File: config.mk
export PLATFORM = sky130hd
export DESIGN_NAME = count_capture
export DESIGN_NICKNAME = d
export VERILOG_FILES = /design/src/rtl/count_capture.sv
export SDC_FILE = /design/constraint.sdc
export NUM_CORES = 1
export LEC_CHECK = 0
export CELL_PAD_IN_SITES_DETAIL_PLACEMENT = 1
export CELL_PAD_IN_SITES_GLOBAL_PLACEMENT = 1
export CORE_MARGIN = 2
export CORE_UTILIZATION = 42
export CTS_BUF_LIST = sky130_fd_sc_hd__clkbuf_4 sky130_fd_sc_hd__clkbuf_8 sky130_fd_sc_hd__clkbuf_16
export DETAILED_ROUTE_END_ITERATION = 10
export HOLD_SLACK_MARGIN = 0.06
export PLACE_DENSITY = 0.81
export SYNTH_ARGS = -nofsm -noshare
export SYNTH_HDL_FRONTEND = slang
export SYNTH_SLANG_ARGS = --single-unit
File: constraint.sdc
create_clock -name clk -period 2 [get_ports clk]
set_input_delay 0.2 -clock clk [delete_from_list [all_inputs] [get_ports clk]]
set_output_delay 0.2 -clock clk [all_outputs]
set_load 0.1 [all_outputs]
File: src/rtl/count_capture.sv
// count_capture
//   Timestamp capture stage. On each rising edge of the synchronous event
//   line, the current 32-bit counter value is pushed into a small circular
//   FIFO. Downstream logic drains it over a valid/ready handshake. Events
//   arriving while the FIFO is full (and not popping) are dropped, counted
//   in a saturating counter, and flagged with a sticky overflow bit.
//
// Ports
//   clk        in   single rising-edge clock
//   rstn       in   synchronous active-low reset
//   cnt        in   32-bit counter value, sampled every cycle
//   evt        in   event line (synchronous to clk)
//   ovf_clr    in   pulse: clears overflow and drop_cnt
//   out_valid  out  FIFO head holds a timestamp
//   out_ready  in   consumer accepts head this cycle
//   out_data   out  timestamp at FIFO head (undefined when !out_valid)
//   level      out  number of stored entries, 0..2^LOG2_DEPTH
//   overflow   out  sticky drop flag
//   drop_cnt   out  dropped-capture count, saturating at 255
module count_capture #(
  parameter int LOG2_DEPTH = 2
) (
  input  logic                  clk,
  input  logic                  rstn,
  input  logic [31:0]           cnt,
  input  logic                  evt,
  input  logic                  ovf_clr,
  output logic                  out_valid,
  input  logic                  out_ready,
  output logic [31:0]           out_data,
  output logic [LOG2_DEPTH:0]   level,
  output logic                  overflow,
  output logic [7:0]            drop_cnt
);

  localparam int DEPTH = 1 << LOG2_DEPTH;
  localparam logic [LOG2_DEPTH:0] L_FULL = {1'b1, {LOG2_DEPTH{1'b0}}};

  logic [31:0]           r_mem [0:DEPTH-1];
  logic [LOG2_DEPTH-1:0] r_wr_ptr;
  logic [LOG2_DEPTH-1:0] r_rd_ptr;
  logic [LOG2_DEPTH:0]   r_level;
  logic                  r_evt_d;
  logic                  r_overflow;
  logic [7:0]            r_drop_cnt;

  logic w_req;
  logic w_full;
  logic w_empty;
  logic w_pop;
  logic w_push;
  logic w_drop;

  always_comb begin
    w_req   = evt & ~r_evt_d;
    w_full  = (r_level == L_FULL);
    w_empty = (r_level == '0);
    w_pop   = ~w_empty & out_ready;
    // A full FIFO still accepts a push when the head leaves in the same cycle.
    w_push  = w_req & (~w_full | w_pop);
    w_drop  = w_req & w_full & ~w_pop;
  end

  // Storage carries no reset; stale contents are unreachable once level is 0.
  always_ff @(posedge clk) begin
    if (rstn && w_push) begin
      r_mem[r_wr_ptr] <= cnt;
    end
  end

  always_ff @(posedge clk) begin
    if (!rstn) begin
      r_wr_ptr   <= '0;
      r_rd_ptr   <= '0;
      r_level    <= '0;
      r_evt_d    <= 1'b1;
      r_overflow <= 1'b0;
      r_drop_cnt <= '0;
    end else begin
      r_evt_d <= evt;

      if (w_push) begin
        r_wr_ptr <= r_wr_ptr + 1'b1;
      end
      if (w_pop) begin
        r_rd_ptr <= r_rd_ptr + 1'b1;
      end

      if (w_push && !w_pop) begin
        r_level <= r_level + 1'b1;
      end else if (w_pop && !w_push) begin
        r_level <= r_level - 1'b1;
      end

      // A drop in the same cycle as a clear wins, restarting the count at 1.
      if (w_drop) begin
        r_overflow <= 1'b1;
        if (ovf_clr) begin
          r_drop_cnt <= 8'd1;
        end else if (r_drop_cnt != 8'hFF) begin
          r_drop_cnt <= r_drop_cnt + 8'd1;
        end
      end else if (ovf_clr) begin
        r_overflow <= 1'b0;
        r_drop_cnt <= '0;
      end
    end
  end

  assign out_valid = ~w_empty;
  assign out_data  = r_mem[r_rd_ptr];
  assign level     = r_level;
  assign overflow  = r_overflow;
  assign drop_cnt  = r_drop_cnt;

endmodule
* Word level (Yosys, flattened, before mapping)
Memories as Yosys holds them, arrays and structs flattened. A register that Yosys moved wholly into a read port is not among the register bits.
Cells that the tools add are included.
** Word-level totals
- Memories :: 1
- Input bits :: 37
- Flip-flop bits (word level) :: 17
- Output and inout bits :: 45
- RAM bits :: 128
- Logic and storage cells :: 46
** Memories
- r_mem :: words 4, width 32, read ports 1, clocked after memory_dff 1, wr ports 1, RTL line 39 : logic [31:0] r_mem [0:DEPTH-1];
** Cells by class
- Muxes and demuxes :: 12
- Eq/ne operators :: 2
- $add $sub $neg :: 5
- Bitwise logic cells :: 10
- Reduce and logical (&&, ||, !) cells :: 10
** Operators with widths (count)
- 2-to-1 mux 8 bit :: 4
- adder 8 x 1 -> 8 bit (second input constant) :: 1
- inequality test 8 bit (second input constant) :: 1
- 2-to-1 mux 3 bit :: 2
- nonzero test 2 bit :: 3
- AND 1 bit :: 5
- adder 2 x 1 -> 2 bit (second input constant) :: 2
- 2-to-1 mux 1 bit :: 4
- 2-to-1 mux 2 bit :: 2
- inverter 1 bit :: 4
- adder 3 x 1 -> 3 bit (second input constant) :: 1
- equality test 3 bit (second input constant) :: 1
- logical AND 1 bit :: 3
- zero test 3 bit :: 1
- subtractor 3 x 1 -> 3 bit (second input constant) :: 1
- zero test 1 bit :: 2
- AND reduction 2 bit :: 1
- bitwise OR 1 bit :: 1

* Longest topological paths before layout
Gate-level depths: netlist of run 1.
- Depth after elaboration :: 9
- Mapped depth :: 10
- Depth with buffers taken out :: 8

* Least setup slack after synthesis of run 1
No wires, ideal clock.
- Path kind :: reg2reg
- From :: reg r_level[0] (netlist: level[0])
- To :: reg r_level[2] (netlist: level[2])
- Data required time :: 1924 ps
- Cell stages (with the launch flop) :: 9
- Period minus slack after synthesis :: 3167 ps
- Setup time :: 76 ps
- Arrival :: 3092 ps
- Buffers on the path :: 0
- Path slack :: -1167 ps
- Cells stage by stage :: dfxtp_1 -> or3_1 -> nand2_1 -> ha_1 -> inv_1 -> fa_1 -> xor2_1 -> or3_1 -> a21boi_0
** Between the ends
- Longest elaborated chain between the ends :: 8
- Elaborated cells on any way between the ends :: 16
- Those cells by class :: 2 x add/sub; 1 x eq/ne; 2 x mux; 5 x bitwise; 6 x reduce/logical
** Ends and longest elaborated chain
- from (decl) :: RTL line 42 : logic [LOG2_DEPTH:0] r_level;
- from (signal assigned) :: RTL line 90 : r_level <= r_level + 1'b1;
- from (signal assigned) :: RTL line 92 : r_level <= r_level - 1'b1;
- zero test 3 bit * :: RTL line 57 : w_empty = (r_level == '0);
- inverter 1 bit *
- net out_valid :: RTL line 28 : output logic out_valid,
- AND 1 bit * :: RTL line 58 : w_pop = ~w_empty & out_ready;
- bitwise OR 1 bit :: RTL line 60 : w_push = w_req & (~w_full | w_pop);
- AND 1 bit :: RTL line 60
- zero test 1 bit :: RTL line 91 : end else if (w_pop && !w_push) begin
- logical AND 1 bit :: RTL line 91
- nonzero test 2 bit (no line)
Mark *: on every way through the listed nets, which the timed path passes. The rest lies on a longest branch. The select of a mux whose other input is x is not followed.
A chain may end at the register's enable or synchronous reset.

==> out/results.ini, run 1 <==
[die]
rows = 42
die-area_mm2 = 0.0142
fp.dieW_um = 119
pin_count = 82
start_util_pct = 42.5
die_h_um = 119
coreArea_mm2 = 0.0131

[cts]
cts_tree = done
cts_hold_buf = 0
cts_max_path_buffers = 2
h-tree-depth = 4
cts_root_buffer = clkbuf_16
clock_latency_ns = 0.42
cts.clk_slew.worst_paths_ns = 0.06
cts_made_buffers = 17
cts_sinks = 147

[synthesis]
synth_cell_types = 34
synth_top_family_by_area = multiplexers
synth_area_leaders = edfxtp_1, mux4_2, dfxtp_1
synth_top_area_share_pct = 69.1
avgSynthCellArea_um2 = 20.8
synth-xor-area-share_pct = 0.787
yosysTopAreaCell = edfxtp_1
async_flop_share_pct = 0
synth-compound-area-share_pct = 2.29
ys_ff_latch = 147
synth_flop_cell = edfxtp_1
synthAdderAreaFrac_pct = 1.71
synthCells = 267
ys_seq_area_share_pct = 75.9
ys_warn_count = 0
synth_edf_count = 128
syn_nets = 311
synth.area.mux_share_pct = 13.9
syn_area_mm2 = 0.00556
synthSimpleGateAreaFrac_pct = 4.39

[timing]
worst_hold_slack_ns = 0.367
finalCritPeriodShare_pct = 102
slew_violations = 0
max_freq_ghz = 0.490
finalSetupViolCount = 18
slew_headroom_pct = 65.0
finClkSkew_ns = 0.00763
post-route-min-period_ns = 2.04
rsz0062_at_grt = true
hold_viol_final = 0
tightestPinTransition_ns = 0.525
fin_ws_ns = -0.0401

[critical_path]
crit_path_end_kind = output port
start_kind = register
cp.arrival_ns = 1.84
worstSetupPathType = register to output port
worstPathRequired_ns = 1.80
crit_fanout = 8

[power_and_ir_drop]
peakVddDrop_uv = 769
p_switching_mw = 4.17
power_frac_seq_pct = 30.0
switching_share_pct = 35.4
power_density_mw_per_mm2 = 1510
p_int_mw = 7.62
leakage_nw = 2.67
clockPowerShare_pct = 29.2
pwr-share-comb_pct = 40.8

[drt]
drtPass1Iterations = 4
final_antenna_net_count = 0
via_per_inst = 5.24
totalWireLength_mm = 12.2
vias = 2957
drt_iter0_drc = 206
avgRoutedWirePerCell_um = 21.5
drc = 0

[grt]
grt_pass1_wl_mm = 19.3
grt_usage_pct = 19.0
gr-total-overflow = 0
grt_max_degree = 33
antenna_found_initial = 0
grt_pass1_vias = 3222

[run]
drv_cap = 0

[cells_and_area]
final-seq-area_mm2 = 0.00425
multi_input_area_mm2 = 0.00133
design_area_mm2 = 0.00780
nFillCells = 1094
fin_nets = 419
drive_above_1_share_pct = 38.1
syn_to_final_growth_pct = 40.2
diodes = 0

[min_path]
min_path_type = input port to register

[place]
hpwlAfterDp_mm = 7.35
place_area_mm2 = 0.00701
place.gp.congestion = 0.730
preCtsSetupSlack_ns = -0.250
io_buffer_count = 81

[run_status]
violations = negative setup slack
status = finished with violations

[final timing paths]
kind	to	start	cells after the start	slack (ns)
max	out_data[30]	register	3	-0.04
min	r_evt_d	evt	2	0.37
max reg2reg	level[2]	level[2]	8	0
min reg2reg	drop_cnt[6]	drop_cnt[6]	1	0.53
[flip-flops by register name, summed over array words and instances (netlist names), named ones only]
register,count
r_rd_ptr,2
r_wr_ptr,2
overflow,1
level,3
r_mem,128
r_evt_d,1
drop_cnt,8
[power by group through the flow]
stage	logic (mW)	clock network [mW]	registers, mW
after CTS	4.86	3.48	3.54
final	4.81	3.44	3.54
after global routing	4.96	3.60	3.55
after detailed placement	4.49	0	3.60
after global placement	4.44	0	3.59
after floorplan	2.81	0	3.78
[cells in the final DEF, fill, tap and decap left out, types with 2 or more instances in the layout]
cell             netlist  final
edfxtp_1             128    128
clkdlybuf4s50_1        0     36
buf_12                 0     35
mux4_2                32     32
buf_4                  0     25
clkbuf_16              0     17
dfxtp_1               19      9
and2_1                 6      6
dfxtp_2                0      6
nor2b_1                5      5
nand3_1                5      5
mux2i_1                5      5
ha_1                   6      5
and3_4                 0      4
xnor2_1                4      4
a21oi_1                4      4
nand4_1                4      4
o21ai_0                4      4
nand2_1                5      4
dfxtp_4                0      4
clkbuf_8               0      4
bufinv_16              0      4
inv_1                  4      3
or3_1                  4      3
nor2_1                 3      3
clkbuf_4               0      3
o21bai_1               2      2
clkinvlp_4             0      2
buf_16                 0      2
[worst max-delay path, stage by stage (launching register included)]
cell	delay [ns]
dfxtp_4	0.38
bufbuf_16	0.29
mux4_2	0.56
buf_12	0.19
[per-layer routing]
layer / wire length (um) / track usage [%] / up-vias
met4: 210 / 7.66 / 0
li1: - / - / 1308
met3: 604 / 5.51 / 22
met5: 0 / 0 / -
met1: 4960 / 23.1 / 1532
met2: 6380 / 31.9 / 95
[through the flow]
stage	cells	utilization [%]	setup TNS (ns)	power, mW
after global placement	525	53.6	-17.03	8.03
after global routing	564	59.6	-1.99	12.1
after CTS	564	59.6	-0.978	11.9
after floorplan	267	-	-0.499	6.59
after detailed placement	525	53.6	-22.48	8.09
final	564	59.6	-0.386	11.8
[synthesized netlist by cell type, types with 2 or more instances]
library cell,count
a21oi_1,4
and2_1,6
and3_1,4
buf_1,2
buf_2,4
clkbuf_1,4
dfxtp_1,19
edfxtp_1,128
ha_1,6
inv_1,4
mux2i_1,5
mux4_2,32
nand2_1,5
nand3_1,5
nand4_1,4
nor2_1,3
nor2b_1,5
o21ai_0,4
o21bai_1,2
or3_1,4
xnor2_1,4
[kinds of logic after synthesis]
kind of cell | after synthesis
compound gates | 17
xor+xnor | 5
flops | 147
simple gates | 40
fa+ha+maj | 7
buf+inv | 14
mux | 37
[what timing repair did]
item | 4_1_cts | 5_1_grt
cloned | 3 | 0
setup buffers | 4 | 0
endpoints found under the setup margin | 33 | 33
resized for setup | 3 | 0
pin swaps | 1 | 0
endpoints found under the hold margin | 0 | 0
[layout make-up]
cell class,count,share of cell area [%]
sequential,147,54.5
clock inverter,8,1.91
multi-input combinational,106,17.0
tap,176,2.82
clock buffer,24,6.45
inverter,4,0.193
timing repair buffer,99,17.1
Power figures use the tool's default switching activity.
==> inputs of run 2 (changes only) <==
--- a/config.mk
+++ b/config.mk
@@ -8,11 +8,12 @@
 export CELL_PAD_IN_SITES_DETAIL_PLACEMENT = 1
 export CELL_PAD_IN_SITES_GLOBAL_PLACEMENT = 1
 export CORE_MARGIN = 2
-export CORE_UTILIZATION = 42
+export CORE_UTILIZATION = 41
 export CTS_BUF_LIST = sky130_fd_sc_hd__clkbuf_4 sky130_fd_sc_hd__clkbuf_8 sky130_fd_sc_hd__clkbuf_16
 export DETAILED_ROUTE_END_ITERATION = 10
 export HOLD_SLACK_MARGIN = 0.06
-export PLACE_DENSITY = 0.81
+export PLACE_DENSITY = 0.79
+export SLEW_MARGIN = 20
 export SYNTH_ARGS = -nofsm -noshare
 export SYNTH_HDL_FRONTEND = slang
 export SYNTH_SLANG_ARGS = --single-unit
==> out/results.ini, run 2 (synthesis gave the netlist of run 1 again) <==
[grt]
gr-total-overflow = 0  ; unchanged
grt_usage_pct = 16.8  ; was 19.0%
antenna_found_initial = 0  ; unchanged
grt_max_degree = 33  ; unchanged
grt_pass1_vias = 3076  ; was 3,222
grt_pass1_wl_mm = 17.7  ; was 19.3 mm

[critical_path]
critPathSlowestCell = mux4_2  ; unchanged
max_stage_delay_ns = 0.54  ; was 0.56 ns
worstPathRequired_ns = 1.80  ; about the same
r2r_cells = 8  ; unchanged
regToRegStartpoint = level[2]  ; unchanged
path_cells = clkbuf_16, mux4_2, buf_12  ; was bufbuf_16, mux4_2, buf_12
crit_family = multiplexers  ; unchanged
path_buf_inv = 2  ; unchanged
crit_fanout = 8  ; unchanged
cp.arrival_ns = 1.79  ; was 1.84 ns
r2r_end = level[2]  ; unchanged
start_kind = register  ; unchanged
worstSetupPathType = register to output port  ; unchanged
r2r_slack_ns = 0.02  ; was 0 ns
crit_path_end_kind = output port  ; unchanged

[min_path]
hold_start = evt  ; unchanged
min_path_type = input port to register  ; unchanged
min_to = r_evt_d  ; unchanged
holdPathStages = 2  ; unchanged

[drt]
avgRoutedWirePerCell_um = 20.0  ; was 21.5 um
final_antenna_net_count = 0  ; unchanged
drc = 0  ; unchanged
via_per_inst = 5.11  ; was 5.24
drtPass1Iterations = 4  ; unchanged
totalWireLength_mm = 11.2  ; was 12.2 mm
drt_iter0_drc = 194  ; was 206
vias = 2867  ; was 2,957

[cts]
cts_hold_buf = 0  ; unchanged
cts_root_buffer = clkbuf_16  ; unchanged
cts_made_buffers = 17  ; unchanged
cts_sinks = 147  ; unchanged
clock_latency_ns = 0.42  ; about the same
cts_max_path_buffers = 2  ; unchanged
h-tree-depth = 4  ; unchanged
cts.clk_slew.worst_paths_ns = 0.06  ; about the same
cts_tree = done  ; unchanged

[power_and_ir_drop]
clockPowerShare_pct = 28.0  ; was 29.2%
power_density_mw_per_mm2 = 1490  ; was 1510 mW/mm^2
leakage_nw = 2.62  ; was 2.67 nW
pwr-share-comb_pct = 40.9  ; was 40.8%
power_frac_seq_pct = 31.0  ; was 30.0%
switching_share_pct = 35.9  ; was 35.4%
p_int_mw = 7.33  ; was 7.62 mW
peakVddDrop_uv = 761  ; was 769 uV
p_switching_mw = 4.10  ; was 4.17 mW

[cells_and_area]
drive_above_1_share_pct = 36.6  ; was 38.1%
final_common_cell = edfxtp_1  ; unchanged
final_cell_mix = edfxtp_1, clkdlybuf4s50_1, buf_12  ; unchanged
design_area_mm2 = 0.00770  ; was 0.00780 mm^2
syn_to_final_growth_pct = 38.4  ; was 40.2%
regMostFlops = r_mem  ; unchanged
diodes = 0  ; unchanged
largest_reg_flops = 128  ; unchanged
fin_nets = 417  ; was 419
nFillCells = 1164  ; was 1,094

[timing]
max_freq_ghz = 0.502  ; was 0.490 GHz
slew_violations = 0  ; unchanged
finalCritPeriodShare_pct = 99.6  ; was 102%
post-route-min-period_ns = 1.99  ; was 2.04 ns
worst_hold_slack_ns = 0.375  ; was 0.367 ns
fin_ws_ns = 0.00859  ; was -0.0401 ns
finalSetupViolCount = 0  ; was 18
rsz0062_at_grt = true  ; unchanged
hold_viol_final = 0  ; unchanged
slew_headroom_pct = 65.4  ; was 65.0%
tightestPinTransition_ns = 0.519  ; was 0.525 ns
finClkSkew_ns = 0.00908  ; was 0.00763 ns

[place]
preCtsSetupSlack_ns = -0.251  ; was -0.250 ns
hpwlAfterDp_mm = 6.95  ; was 7.35 mm
place.gp.congestion = 0.718  ; was 0.730
io_buffer_count = 81  ; unchanged
place_area_mm2 = 0.00700  ; was 0.00701 mm^2

[die]
start_util_pct = 42.0  ; was 42.5%
fp.dieW_um = 120  ; was 119 um
coreArea_mm2 = 0.0132  ; was 0.0131 mm^2
pin_count = 82  ; unchanged
die_h_um = 120  ; was 119 um
rows = 42  ; unchanged
die-area_mm2 = 0.0145  ; was 0.0142 mm^2

[run]
drv_cap = 0  ; unchanged

[run_status]
status = finished, final reports clean  ; was finished with violations

[run 2: changes by cell type in the layout (fill, tap and decap cells not counted), sizes merged]
cell / change
clkinv: +6
clkbuf: -5
buf: -2
clkinvlp: -1
bufbuf: -1
[run 2: worst max path at each step]
stage | startpoint | endpoint | slack [ns] | cells past startpoint
floorplan | level[1] | level[2] | -0.26 | 8
global placement | out_ready | level[2] | -0.17 | 9
detailed placement | out_ready | level[2] | -0.25 | 9
CTS | register | out_data[19] | -0.02 | 3
global route | level[2] | level[2] | -0.05 | 8
finish | register | out_data[23] | 0.009 | 3
[run 2: power groups by stage]
| stage | Clock [mW] | Sequential (mW) | Combinational, mW |
|---|---|---|---|
| floorplan | 0 | 3.78 | 2.81 |
| global placement | 0 | 3.57 | 4.46 |
| detailed placement | 0 | 3.57 | 4.51 |
| CTS | 3.27 | 3.55 | 4.67 |
| global route | 3.37 | 3.57 | 4.84 |
| finish | 3.21 | 3.55 | 4.68 |
[run 2: per-layer routing]
metal / track usage [%] / wire, um / vias up
met3: 4.81 / 591 / 9
met2: 26.9 / 5800 / 96
met5: 0 / 0 / -
met4: 6.98 / 119 / 0
met1: 21.7 / 4680 / 1456
li1: - / - / 1306
[run 2: layout make-up]
| cell class | count | area, um^2 | share of cell area, % |
|---|---|---|---|
| flip-flops and latches | 147 | 4250 | 55.2 |
| multi-input cells | 106 | 1330 | 17.3 |
| repair buffers | 97 | 1290 | 16.7 |
| clock buffers | 18 | 433 | 5.62 |
| well taps | 176 | 220 | 2.86 |
| clock inverters | 13 | 166 | 2.16 |
| inverters | 4 | 15.0 | 0.195 |
[run 2: through the flow]
step | utilization [%] | setup TNS (ns) | std cells | power (mW)
CTS | 57.9 | -0.207 | 559 | 11.5
global placement | 52.9 | -17.22 | 525 | 8.03
global route | 58.1 | -0.765 | 561 | 11.8
finish | 58.1 | 0 | 561 | 11.4
floorplan | - | -0.499 | 267 | 6.59
detailed placement | 52.9 | -23.09 | 525 | 8.08
[run 2: what timing repair did]
action / in CTS / in global routing
buffers inserted: 1 / 1
setup endpoints to repair: 33 / 21
gates resized for setup: 3 / 0
pin swaps: 1 / 0
gates cloned: 2 / 1
==> variant (settings of run 2) <==
Change the parameter `LOG2_DEPTH` from 2 to 1. Comments in the files are not updated.
--- a/src/rtl/count_capture.sv
+++ b/src/rtl/count_capture.sv
@@ -19,5 +19,5 @@
 //   drop_cnt   out  dropped-capture count, saturating at 255
 module count_capture #(
-  parameter int LOG2_DEPTH = 2
+  parameter int LOG2_DEPTH = 1
 ) (
   input  logic                  clk,
Interface: changed (resized level); port bits go from 82 to 81. The function was not compared with the original's and may differ.
==> variant against run 2 <==
- setup slack gained 0.27 ns
- sequential cell count shrank 68
- total power shrank 50%
- cell area shrank 41%
- routed wire length shrank 38%
- synthesized area shrank 45%
- global-route usage grew 0.98 points
- sequential share of layout area shrank 6.2 points
- combinational power shrank 46%
- hold slack gained 0.070 ns
- largest cell class unchanged
==> variant: results (changes against run 2) <==
metric,value,unit,change
path_max_fanout,6,,-2
slowest_delay,0.37,ns,-0.17 ns
cp_slowest_cell,dfxtp_4,,
nFillCells,658,,-43%
avgSynthCellArea,16.7,µm²,-20%
hold_depth,1,,-1
synth-xor-area-share,0.0115,,+0.00361
synthTopCellsByArea,"edfxtp_1 (63%), mux2_2 (12%), dfxtp_1 (9.8%)",,
portBuffers,80,,-1.2%
grt_pass1_vias,2006,,-35%
largest_reg_flops,64,,-50%
ys_seq_area_frac,0.728,,-0.0309
outcome,completed,,
cts_buffers,9,,-8
syn_area,0.00305,mm²,-45%
ctsResizeCount,0,,-3
leakagePower,1.63,nW,-38%
wl_per_cell,18.3,µm,-8.2%
synthAdderAreaFrac,0.00820,,-0.00889
grt_use_total,0.178,,+0.00981
synthMuxAreaShare,0.121,,-0.0171
dr_total_vias,1882,,-34%
synth_edf_count,64,,-50%
cts_setup_buffers,0,,-1
fin_nets,314,,-25%
critical-path-top-delay-family,simple AND/OR/NAND/NOR gates,,
area_growth,49.7,%,
hp-start,cnt[11],,
fmax,0.582,GHz,+16%
routabilityCongestion,0.811,,+13%
## variant: changes by cell type after synthesis, sizes merged, moves of 4 or more
cell           run 2  this run
mux4              32         0
mux2               0        32
mux2i              5         1
ha                 6         2
nand2b             1         6
dfxtp             19        15
nor3               0         4
edfxtp           128        64
## variant: power by group through the flow
stage	sequential [mW]	clock [mW]	combinational, mW
6_report	1.89	1.27	2.53
5_1_grt	1.90	1.36	2.59
4_1_cts	1.89	1.31	2.54
3_5_place_dp	1.93	0	2.54
3_3_place_gp	1.92	0	2.51
2_1_floorplan	2.04	0	1.54
## variant: final cells by class
class,count,area share
inverters,1,0.000822
clock inverters,6,0.0186
well taps,99,0.0271
repair buffers,86,0.257
multi-input cells,98,0.178
flip-flops and latches,79,0.489
clock buffers,10,0.0288
## variant: routing by layer
metal / GRT usage / vias up
li1: - / 885
met1: 0.214 / 929
met2: 0.310 / 63
met3: 0.0484 / 5
met4: 0.0615 / 0
met5: 0 / -
